--- src/rtl/counter_pkg.sv ---
// Shared types and constants for the flexible up/down counter family.
package counter_pkg;

  typedef enum logic {DIR_UP = 1'b0, DIR_DOWN = 1'b1} dir_t;
  typedef enum logic {MODE_WRAP = 1'b0, MODE_SAT = 1'b1} mode_t;

  localparam int MIN_COUNT = 1;

endpackage

--- src/rtl/flex_updown_counter.sv ---
// Up/down counter over 1..rollover_val with wrap/saturate modes, synchronous
// clear/load and registered terminal flags plus a one-cycle wrap pulse.
module flex_updown_counter
  import counter_pkg::*;
#(
  parameter int SIZE = 4
) (
  input  logic            clk,
  input  logic            rst,
  input  logic            clear,
  input  logic            load,
  input  logic [SIZE-1:0] load_val,
  input  logic            count_enable,
  input  logic            dir,
  input  logic            mode,
  input  logic [SIZE-1:0] rollover_val,
  output logic [SIZE-1:0] count_out,
  output logic            max_flag,
  output logic            min_flag,
  output logic            wrap_pulse
);

  localparam logic [SIZE-1:0] MIN_V = SIZE'(MIN_COUNT);
  localparam logic [SIZE-1:0] ONE   = SIZE'(1);

  dir_t  dir_s;
  mode_t mode_s;

  logic [SIZE-1:0] count_q, count_d;
  logic            max_q, max_d;
  logic            min_q, min_d;
  logic            wrap_q, wrap_d;

  assign dir_s  = dir_t'(dir);
  assign mode_s = mode_t'(mode);

  // The range checks use >= / <= so out-of-range loaded values (including 0)
  // are pulled back into 1..rollover_val instead of running through 0.
  always_comb begin
    count_d = count_q;
    wrap_d  = 1'b0;
    if (clear) begin
      count_d = '0;
    end else if (load) begin
      count_d = load_val;
    end else if (count_enable) begin
      if (dir_s == DIR_UP) begin
        if (count_q >= rollover_val) begin
          if (mode_s == MODE_WRAP) begin
            count_d = MIN_V;
            wrap_d  = 1'b1;
          end else begin
            count_d = rollover_val;
          end
        end else begin
          count_d = count_q + ONE;
        end
      end else begin
        if (count_q <= MIN_V) begin
          if (mode_s == MODE_WRAP) begin
            count_d = rollover_val;
            wrap_d  = 1'b1;
          end else begin
            count_d = MIN_V;
          end
        end else begin
          count_d = count_q - ONE;
        end
      end
    end
    max_d = (count_d == rollover_val);
    min_d = (count_d == MIN_V);
  end

  always_ff @(posedge clk or posedge rst) begin
    if (rst) begin
      count_q <= '0;
      max_q   <= 1'b0;
      min_q   <= 1'b0;
      wrap_q  <= 1'b0;
    end else begin
      count_q <= count_d;
      max_q   <= max_d;
      min_q   <= min_d;
      wrap_q  <= wrap_d;
    end
  end

  assign count_out  = count_q;
  assign max_flag   = max_q;
  assign min_flag   = min_q;
  assign wrap_pulse = wrap_q;

endmodule
--- config.mk ---
export PLATFORM = sky130hd
export DESIGN_NAME = flex_updown_counter
export DESIGN_NICKNAME = d
export VERILOG_FILES = /design/src/rtl/counter_pkg.sv /design/src/rtl/flex_updown_counter.sv
export SDC_FILE = /design/constraint.sdc
export NUM_CORES = 1
export LEC_CHECK = 0
export CAP_MARGIN = 20
export CORE_MARGIN = 2
export CORE_UTILIZATION = 51
export DETAILED_ROUTE_END_ITERATION = 8
export MAX_ROUTING_LAYER = met4
export PLACE_DENSITY_LB_ADDON = 0.2
export REMOVE_ABC_BUFFERS = 1
export SETUP_SLACK_MARGIN = 0.5
export SLEW_MARGIN = 15
export SYNTH_ARGS = -nofsm -noshare
export SYNTH_HDL_FRONTEND = slang
export SYNTH_SLANG_ARGS = --single-unit
--- constraint.sdc ---
create_clock -name clk -period 2.9 [get_ports clk]
set_clock_uncertainty 0.05 [all_clocks]
set_input_delay 0.58 -clock clk [delete_from_list [all_inputs] [get_ports clk]]
set_output_delay 0.58 -clock clk [all_outputs]
set_load 0.02 [all_outputs]
==> results of run 1 <==
-- worst max-delay path, delay by kind of cell --
kind                     cells  cell delay [ps]
AND/OR/NAND/NOR              2              210
adder cells (fa/ha/maj)      1              240
buffers and inverters        3              440
AO/OA/AOI/OAI                3              640
multiplexers                 1              310
-- area by class of cell --
cell class	count	area [um^2]	share of cell area
multi-input combinational	104	861	0.575
timing repair buffer	39	347	0.231
sequential	7	178	0.119
inverter	14	52.6	0.0351
tap	27	33.8	0.0226
clock buffer	4	26.3	0.0175
-- what timing repair did --
action,4_1_cts,5_1_grt
endpoints found under the setup margin,6,6
gates resized for setup,15,13
pin swaps,6,6
buffers inserted,1,2
-- registers in the layout, summed over array words and instances (netlist names) --
name and flops:
max_flag 1, min_flag 1, wrap_pulse 1, count_out 4
-- power by group through the flow --
stage / clock network (mW) / logic [mW] / registers [mW]
6_report: 0.0862 / 0.277 / 0.118
5_1_grt: 0.0992 / 0.297 / 0.119
4_1_cts: 0.0918 / 0.256 / 0.118
3_5_place_dp: 0 / 0.237 / 0.118
3_3_place_gp: 0 / 0.231 / 0.118
2_1_floorplan: 0 / 0.124 / 0.127
-- per-stage QoR --
step | power (mW) | area [um^2] | hold slack (ps)
finish | 0.481 | 1500 | 508
detailed placement | 0.356 | 1350 | 779
CTS | 0.466 | 1440 | 505
global placement | 0.349 | 1350 | 766
floorplan | 0.251 | 996 | 333
global route | 0.516 | 1500 | 526
-- synth_stat cells, types with 4 or more instances --
cell     number
nor3_1        4
o21ai_0       4
buf_2         5
nor2_1       10
a21oi_1       8
ha_1          7
dfrtp_1       7
nand2_1      11
inv_1        14
mux2i_1       6
-- worst max path at each step --
stage,to,slack [ps],cells past startpoint
after detailed placement,min_flag$_DFF_PP0_,-140,10
after global placement,min_flag$_DFF_PP0_,-30,10
after floorplan,min_flag$_DFF_PP0_,270,7
after global routing,min_flag$_DFF_PP0_,480,10
after CTS,min_flag$_DFF_PP0_,500,8
final,min_flag$_DFF_PP0_,560,10
-- layer usage --
metal  global-route usage  vias up
li1                     -      564
met1                0.379      577
met2                0.516       75
met3               0.0736       12
met4                0.144        0
met5                    -        -
-- kinds of logic after synthesis --
kind of cell	count (synthesis)	synth area share
compound gates	38	0.288
mux	9	0.0893
simple gates	48	0.254
xor+xnor	2	0.0167
fa+ha+maj	7	0.0833
flops	7	0.167
buf+inv	23	0.102
==> results by group, run 1 <==
Status
  – Status: complete, no violations

Route
  – Initial DRC Count: 43
  – Number of routed nets with antenna violations: 0
  – Highest Signal Layer: met4
  – Met1 wire length: 1.37 mm
  – Total number of vias: about 1200
  – DRC viols: 0
  – Pre-Repair DR Iteration Count: 7
  – Met2 wire len: 1.69 mm
  – Post-detailed-route via-to-cell ratio: around 6.3
  – WL met3: approximately 240 um
  – Detailed Route WL: between 3 and 4 mm
  – Routed WL per cell: approximately 18 um

STA
  – Final count of pins violating max slew: 0
  – TNS Setup: 0 ps
  – Crit share post-route: 0.808
  – Period minus WS final: 2340 ps
  – Final setup viols: 0
  – Fmax: 427 MHz
  – RSZ-0062 raised after global routing: yes
  – Worst slew pin tran: around 480 ps
  – Worst rel slew slack: 0.677
  – Fin. Hold Viols: 0
  – Final WS setup: between 500 and 600 ps

Die
  – Starting Density: 0.536
  – Die H: about 49 um
  – Core area: 1960 um^2
  – Die width: 49.4 um
  – Num rows: 16
  – IO Pins: 22
  – Die area: roughly 2400 um^2

CTS
  – H-tree depth: 1
  – Clk buf depth: 2
  – Sink Count: 7
  – Clock transition at path regs: 50 ps
  – CTS root buffer: clkbuf_4
  – TritonCTS clock tree: yes
  – Total CTS buffers: 3
  – Clock latency on the worst-skew pair: between 200 and 300 ps
  – Hold_buf cts: 0

Synthesis
  – Yosys reg bits: 7
  – Yosys top cell by area: dfrtp_1
  – Top area cells in the synthesized netlist: dfrtp_1, ha_1, mux2i_1, inv_1, nand2_1
  – Ys Warns: 0
  – Post-Syn Instances: roughly 130
  – Post-synth EDFFs: 0
  – Area fraction of the dominant cell type after synthesis: 0.167
  – Cell area after synthesis: about 1100 um^2
  – Synth cell types: 48
  – Dominant synthesized flop cell: dfrtp_1
  – Async set-reset flop share out of synthesis: 1.00
  – Avg Inst Size Synth: ~7.8 um^2
  – Fraction of the yosys area taken by sequential cells: 0.167

Place
  – Gpl congestion: 0.911
  – Placed cell count: between 150 and 200
  – IO buf count: 21
  – Setup WS pre-CTS: -141 ps
  – Detailed placer's ending HPWL: 2.55 mm

Layout
  – Most frequent cells in the layout: buf_4, clkdlybuf4s50_1, inv_1, nand2_1, nor2_1
  – Most common cell after layout, fill and taps aside: buf_4
  – Antenna cells: 0
  – Total Nets Final: approximately 190
  – Proportion of layout cells with a drive suffix above 1: 0.286
  – Fin cells: 195
  – Area grow syn2layout: 42.5%
  – Fill count: 143
  – Final Util: 0.763

Pwr
  – Switching power of the nets: between 150 and 200 uW
  – Clock power share: 0.179
  – P_leak: about 0.66 nW
  – Switch share: 0.398
  – Seq pwr share: 0.246
  – Pwr Density: roughly 320 nW/um^2
  – Power Internal: between 200 and 300 uW
  – Worst IR Drop VDD: 0.465 mV
  – Combinational fraction of design power: 0.575

Critical path
  – WP data arrival: 2430 ps
  – Reg2Reg Depth: 8
  – FF-to-FF Start: count_out[0]$_DFF_PP0_
  – Worst Setup Start Kind: input port
  – CP Class: input port to register
  – CP required: 2980 ps
  – Crit end category: register
  – Critical path, cell by cell: clkdlybuf4s15_1 > inv_2 > ha_4 > a21o_1 > a21oi_2 > and2_4 > mux2_4 > a2111oi_4 > buf_4 > nor4b_4
  – Slowest CP cell: mux2_4
  – Worst-path maximum fanout: 2
  – CP max stage delay: approximately 310 ps
  – Worst r2r dst: min_flag$_DFF_PP0_
  – Worst reg-to-reg setup slack: between 500 and 600 ps
  – CP Launch Point: rollover_val[2]

Min path
  – Hold/Removal Path Class: input port to async pin

Global route
  – Vias in the first global route: about 1200
  – Largest net degree at the start of global routing: 12
  – Initial antenna violation count: 0
  – GR Overflow Total: 0
  – First-pass GRT wire length: 5.76 mm
  – GRT Total Usage: 0.320

Flow run
  – Max-Cap Viols: 0
Note: power is estimated with default switching activity, not from simulation.
==> run 2: changes to the inputs <==
Clock period 2.9 ns to 2.4 ns, I/O delays scaled along.
==> results by group, run 2 (same netlist as run 1, synthesis figures left out) <==
Status
  – Status: complete, no violations

Die
  – IO Pins: 22 (unchanged)
  – Core area: 1960 um^2 (unchanged)
  – Die H: 49.4 um (unchanged)
  – Die area: 2440 um^2 (unchanged)
  – Starting Density: 0.536 (unchanged)
  – Die width: 49.4 um (unchanged)
  – Num rows: 16 (unchanged)

STA
  – Final count of pins violating max slew: 0 (unchanged)
  – Final setup viols: 0 (unchanged)
  – Period minus WS final: approximately 2300 ps
  – Fmax: about 440 MHz
  – Crit share post-route: 0.945
  – Worst rel slew slack: 0.740 (+0.0628)
  – Worst slew pin tran: 389 ps (-91.6 ps)
  – RSZ-0062 raised after global routing: yes
  – Hold_ws: 416 ps (-91.8 ps)
  – Final WS setup: 132 ps (-425 ps)
  – Fin. Hold Viols: 0 (unchanged)

Global route
  – Initial antenna violation count: 0 (unchanged)
  – Met2 usage: 0.727 (+0.212)
  – Met3 Use GR: 0.107 (+0.0337)
  – First-pass GRT wire length: 7.39 mm (+28%)
  – GRT Total Usage: 0.416 (+0.0958)
  – Vias in the first global route: 1545 (+29%)
  – Met1 Usage GRT: 0.421 (+0.0418)
  – GR Overflow Total: 0 (unchanged)
  – Most Crowded Layer GR: met2
  – Largest net degree at the start of global routing: 10 (-2)

Layout
  – Total Nets Final: 218 (+14%)
  – Antenna cells: 0 (unchanged)
  – Most common cell after layout, fill and taps aside: buf_4
  – Fill count: 70 (-51%)
  – Max reg flops: 4 (unchanged)
  – Finished layout cell area: 1820 um^2 (+22%)
  – Area of the multi-input gates: 973 um^2 (+13%)
  – Most frequent cells in the layout: buf_4, clkdlybuf4s50_1, nand2_1, nor2_1
  – Area grow syn2layout: 73.2%
  – Register area: 176 um^2 (-0.70%)
  – Proportion of layout cells with a drive suffix above 1: 0.467 (+0.181)

Route
  – Initial DRC Count: 133 (+210%)
  – DRC viols: 0 (unchanged)
  – Routed WL per cell: 25.7 um (+46%)
  – Post-detailed-route via-to-cell ratio: 7.26 (+15%)
  – Detailed Route WL: 5.70 mm (+66%)
  – Total number of vias: 1611 (+31%)
  – Number of routed nets with antenna violations: 0 (unchanged)
  – Pre-Repair DR Iteration Count: 6 (-1)

Min path
  – Hold/Removal Path Class: input port to async pin

Pwr
  – Design Power: 745 uW (+55%)
  – Worst IR Drop VDD: 0.462 mV (-0.52%)
  – Pwr Density: 409 nW/um^2 (+27%)
  – P_leak: 0.816 nW (+24%)

Critical path
  – CP Class: input port to register
  – Reg2Reg Depth: 8 (unchanged)
  – Delay-heaviest family, CP: compound AO/OA/AOI/OAI gates
  – Worst reg-to-reg setup slack: 130 ps (-460 ps)
  – Crit end category: register
  – Crit path depth: 8 (-2)
  – Worst-path maximum fanout: 3 (+1)
  – Critical path, cell by cell: clkdlybuf4s50_1 > nor2b_1 > a311oi_2 > o21ai_0 > a21oi_2 > a2111oi_4 > buf_4 > nor4b_4
  – WP data arrival: 2390 ps (-40 ps)
  – Slowest CP cell: clkdlybuf4s50_1
  – Crit path capture: min_flag$_DFF_PP0_
  – FF-to-FF Start: count_out[2]$_DFF_PP0_
  – WP buf/inv: 2 (-1)
  – CP Launch Point: mode
  – CP max stage delay: 530 ps (+220 ps)
  – Worst r2r dst: max_flag$_DFF_PP0_
  – CP required: 2520 ps (-460 ps)
  – Worst Setup Start Kind: input port

Place
  – Detailed placer's ending HPWL: 2.69 mm (+5.5%)
  – Setup WS pre-CTS: -475 ps (-335 ps)
  – Gpl congestion: 0.989 (+8.6%)
  – IO buf count: 21 (unchanged)
  – Placed Area: 1500 um^2 (+11%)

CTS
  – CTS root buffer: clkbuf_4
  – Clock transition at path regs: 60 ps (about the same)
  – TritonCTS clock tree: yes
  – Sink Count: 7 (unchanged)
  – Hold_buf cts: 0 (unchanged)
  – Total CTS buffers: 3 (unchanged)
  – Clock latency on the worst-skew pair: 270 ps (+20 ps)
  – H-tree depth: 1 (unchanged)
  – Clk buf depth: 2 (unchanged)

Flow run
  – Max-Cap Viols: 0 (unchanged)
[run 2: worst min path at each step]
stage	to	slack, ps	cells past startpoint
after global routing	min_flag$_DFF_PP0_	440	2
after floorplan	count_out[0]$_DFF_PP0_	230	1
final	count_out[3]$_DFF_PP0_	420	2
after global placement	min_flag$_DFF_PP0_	660	2
after CTS	wrap_pulse$_DFF_PP0_	400	2
after detailed placement	count_out[3]$_DFF_PP0_	680	2
[run 2: worst reg2reg max path, cell delays in order (launching register included)]
cell      delay, ps
dfrtp_1         440
buf_6           150
or2_1           250
or2_4           270
o311ai_2        320
o311ai_2        160
buf_4           180
mux2i_1         130
nor4_2          210
[run 2: layout make-up]
cell class | instances | share of cell area
Tap cell | 27 | 0.0186
Clock buffer | 4 | 0.0144
Inverter | 14 | 0.0302
Sequential cell | 7 | 0.0969
Multi-Input combinational cell | 104 | 0.535
Timing Repair Buffer | 66 | 0.305
[run 2: routing by layer]
layer	vias to the layer above	share of wire
li1	619	-
met4	0	0.10
met2	179	0.44
met1	745	0.34
met3	68	0.12
met5	-	0
[run 2: power by group]
| group | switching, mW | leakage [nW] | internal, mW | total (mW) |
|---|---|---|---|---|
| clock network | 0.0536 | 0.0150 | 0.0641 | 0.118 |
| registers | 0.0118 | 0.0914 | 0.128 | 0.139 |
| logic | 0.255 | 0.709 | 0.234 | 0.488 |
| total | 0.320 | 0.816 | 0.425 | 0.745 |
[run 2: per-stage QoR]
| stage | utilization | setup TNS, ps | instances |
|---|---|---|---|
| after global placement | 0.762 | -1890 | 207 |
| after detailed placement | 0.762 | -2280 | 207 |
| after floorplan | - | -381 | 125 |
| after global routing | 0.928 | 0 | 222 |
| final | 0.928 | 0 | 222 |
| after CTS | 0.874 | 0 | 219 |
[run 2: repair_timing]
action	in CTS	in global routing
buffers inserted	8	3
pin swaps	13	15
resized for setup	40	18
setup endpoints to repair	11	7
==> run 3: changes to the inputs <==
Settings changed: GPL_ROUTABILITY_DRIVEN from default to 0.
==> results by group, run 3 (same netlist as run 1, synthesis figures left out) <==
Status
  – Status: complete, no violations

Global route
  – Most Crowded Layer GR: met2
  – Vias in the first global route: 1386 (-10%)
  – Largest net degree at the start of global routing: 11 (+1)
  – Met2 usage: 0.595 (-0.133)
  – Met3 Use GR: 0.0399 (-0.0675)
  – First-pass GRT wire length: 6.43 mm (-13%)
  – Met1 Usage GRT: 0.432 (+0.0113)
  – GR Overflow Total: 0 (unchanged)
  – GRT Total Usage: 0.357 (-0.0586)
  – Initial antenna violation count: 0 (unchanged)

Critical path
  – Delay-heaviest family, CP: buffers and inverters
  – CP required: 2530 ps (about the same)
  – Worst Setup Start Kind: register
  – WP data arrival: 2390 ps (about the same)
  – WP buf/inv: 3 (+1)
  – Crit end category: register
  – Worst-path maximum fanout: 4 (+1)
  – Critical path, cell by cell: buf_4 > buf_4 > ha_1 > xnor2_1 > mux2_4 > a2111oi_4 > buf_4 > nor4b_4
  – Most frequent CP cell: buf_4
  – Slowest CP cell: xnor2_1
  – CP Class: register to register
  – CP max stage delay: 450 ps (-80 ps)

Route
  – Pre-Repair DR Iteration Count: 5 (-1)
  – DRC viols: 0 (unchanged)
  – Routed WL per cell: 20.9 um (-18%)
  – Post-detailed-route via-to-cell ratio: 6.74 (-7.1%)
  – Detailed Route WL: 4.50 mm (-21%)
  – Initial DRC Count: 82 (-38%)
  – Number of routed nets with antenna violations: 0 (unchanged)
  – Total number of vias: 1449 (-10%)

Pwr
  – P_leak: 0.775 nW (-5.0%)
  – Worst IR Drop VDD: 0.474 mV (+2.5%)
  – Pwr Density: 405 nW/um^2 (-1.1%)

Place
  – IO buf count: 21 (unchanged)
  – Detailed placer's ending HPWL: 2.84 mm (+5.4%)
  – Setup WS pre-CTS: -538 ps (-62.2 ps)

Die
  – IO Pins: 22 (unchanged)
  – Num rows: 16 (unchanged)
  – Core area: 1960 um^2 (unchanged)
  – Die width: 49.4 um (unchanged)
  – Die H: 49.4 um (unchanged)
  – Die area: 2440 um^2 (unchanged)
  – Starting Density: 0.536 (unchanged)

STA
  – RSZ-0062 raised after global routing: yes
  – TNS Setup: 0 ps (unchanged)
  – Period minus WS final: 2260 ps (-6.70 ps)
  – Final count of pins violating max slew: 0 (unchanged)
  – Crit share post-route: 0.942 (-0.00279)
  – Fmax: 442 MHz (+0.30%)
  – Final setup viols: 0 (unchanged)
  – Fin. Hold Viols: 0 (unchanged)
  – Final WS setup: 139 ps (+6.70 ps)
  – Hold_ws: 451 ps (+34.8 ps)
  – Worst slew pin tran: 515 ps (+126 ps)
  – Worst rel slew slack: 0.654 (-0.0862)

Min path
  – Hold/Removal Path Class: input port to async pin

Layout
  – Antenna cells: 0 (unchanged)
  – Most frequent cells in the layout: buf_4, clkdlybuf4s50_1, nand2_1
  – Area grow syn2layout: 69.6%
  – Proportion of layout cells with a drive suffix above 1: 0.431 (-0.0358)
  – Most common cell after layout, fill and taps aside: buf_4
  – Max reg flops: 4 (unchanged)
  – Total Nets Final: 211 (-3.2%)

CTS
  – Clock transition at path regs: 70 ps (about the same)
  – Clk buf depth: 2 (unchanged)
  – Total CTS buffers: 3 (unchanged)
  – TritonCTS clock tree: yes
  – Sink Count: 7 (unchanged)
  – CTS root buffer: clkbuf_4
  – H-tree depth: 1 (unchanged)
  – Clock latency on the worst-skew pair: 270 ps (about the same)

Flow run
  – Max-Cap Viols: 0 (unchanged)
-- run 3: cell types whose count changed in the layout (fill, tap and decap cells not counted), sizes merged --
cell and delta:
buf -7, clkdlybuf4s15 -2, dlygate4sd2 +2, clkbuf -1
clkdlybuf4s50 +1, clkinv +1, dlymetal6s2s -1
-- run 3: report_power, final --
part           total (mW)  leakage [nW]  switching [mW]  internal (mW)
Sequential          0.139        0.0915          0.0114          0.127
Combinational       0.459         0.666           0.233          0.227
Clock               0.124        0.0177          0.0619         0.0618
-- run 3: worst paths after layout --
path                       slack (ps)                    from  depth (start not counted)                     end
max                               140  count_out[1]$_DFF_PP0_                          8      min_flag$_DFF_PP0_
min                               450                     rst                          2  count_out[2]$_DFF_PP0_
max reg2reg                       140  count_out[1]$_DFF_PP0_                          8      min_flag$_DFF_PP0_
min reg2reg                       930  count_out[3]$_DFF_PP0_                          4    wrap_pulse$_DFF_PP0_
max in group asynchronous        1600                     rst                          2  count_out[0]$_DFF_PP0_
min in group clk                  750                   clear                          3  count_out[2]$_DFF_PP0_
-- run 3: per-stage QoR --
| stage | util | instance area [um^2] | instances | power (mW) |
|---|---|---|---|---|
| finish | 0.909 | 1780 | 215 | 0.722 |
| global route | 0.909 | 1780 | 215 | 0.747 |
| CTS | 0.839 | 1650 | 212 | 0.642 |
| detailed placement | 0.754 | 1480 | 205 | 0.471 |
| global placement | 0.754 | 1480 | 205 | 0.457 |
| floorplan | - | 996 | 125 | 0.303 |
-- run 3: final cells by class --
class                   instances  area, um^2
clock buffers                   3        22.5
clock inverters                 1        5.00
fillers                        84         179
inverters                      14        55.1
multi-input cells             104         981
flip-flops and latches          7         176
well taps                      27        33.8
repair buffers                 59         509
-- run 3: per-layer routing --
metal | routed length, um | part of all wire
met5 | 0 | 0
met4 | 212 | 0.047
met3 | 498 | 0.11
met2 | 2170 | 0.48
met1 | 1620 | 0.36
-- run 3: timing repair --
action	in CTS	in global routing
setup buffers	3	3
hold buffers	0	0
endpoints found under the setup margin	11	7
gates resized for setup	37	22
pin swaps	11	13
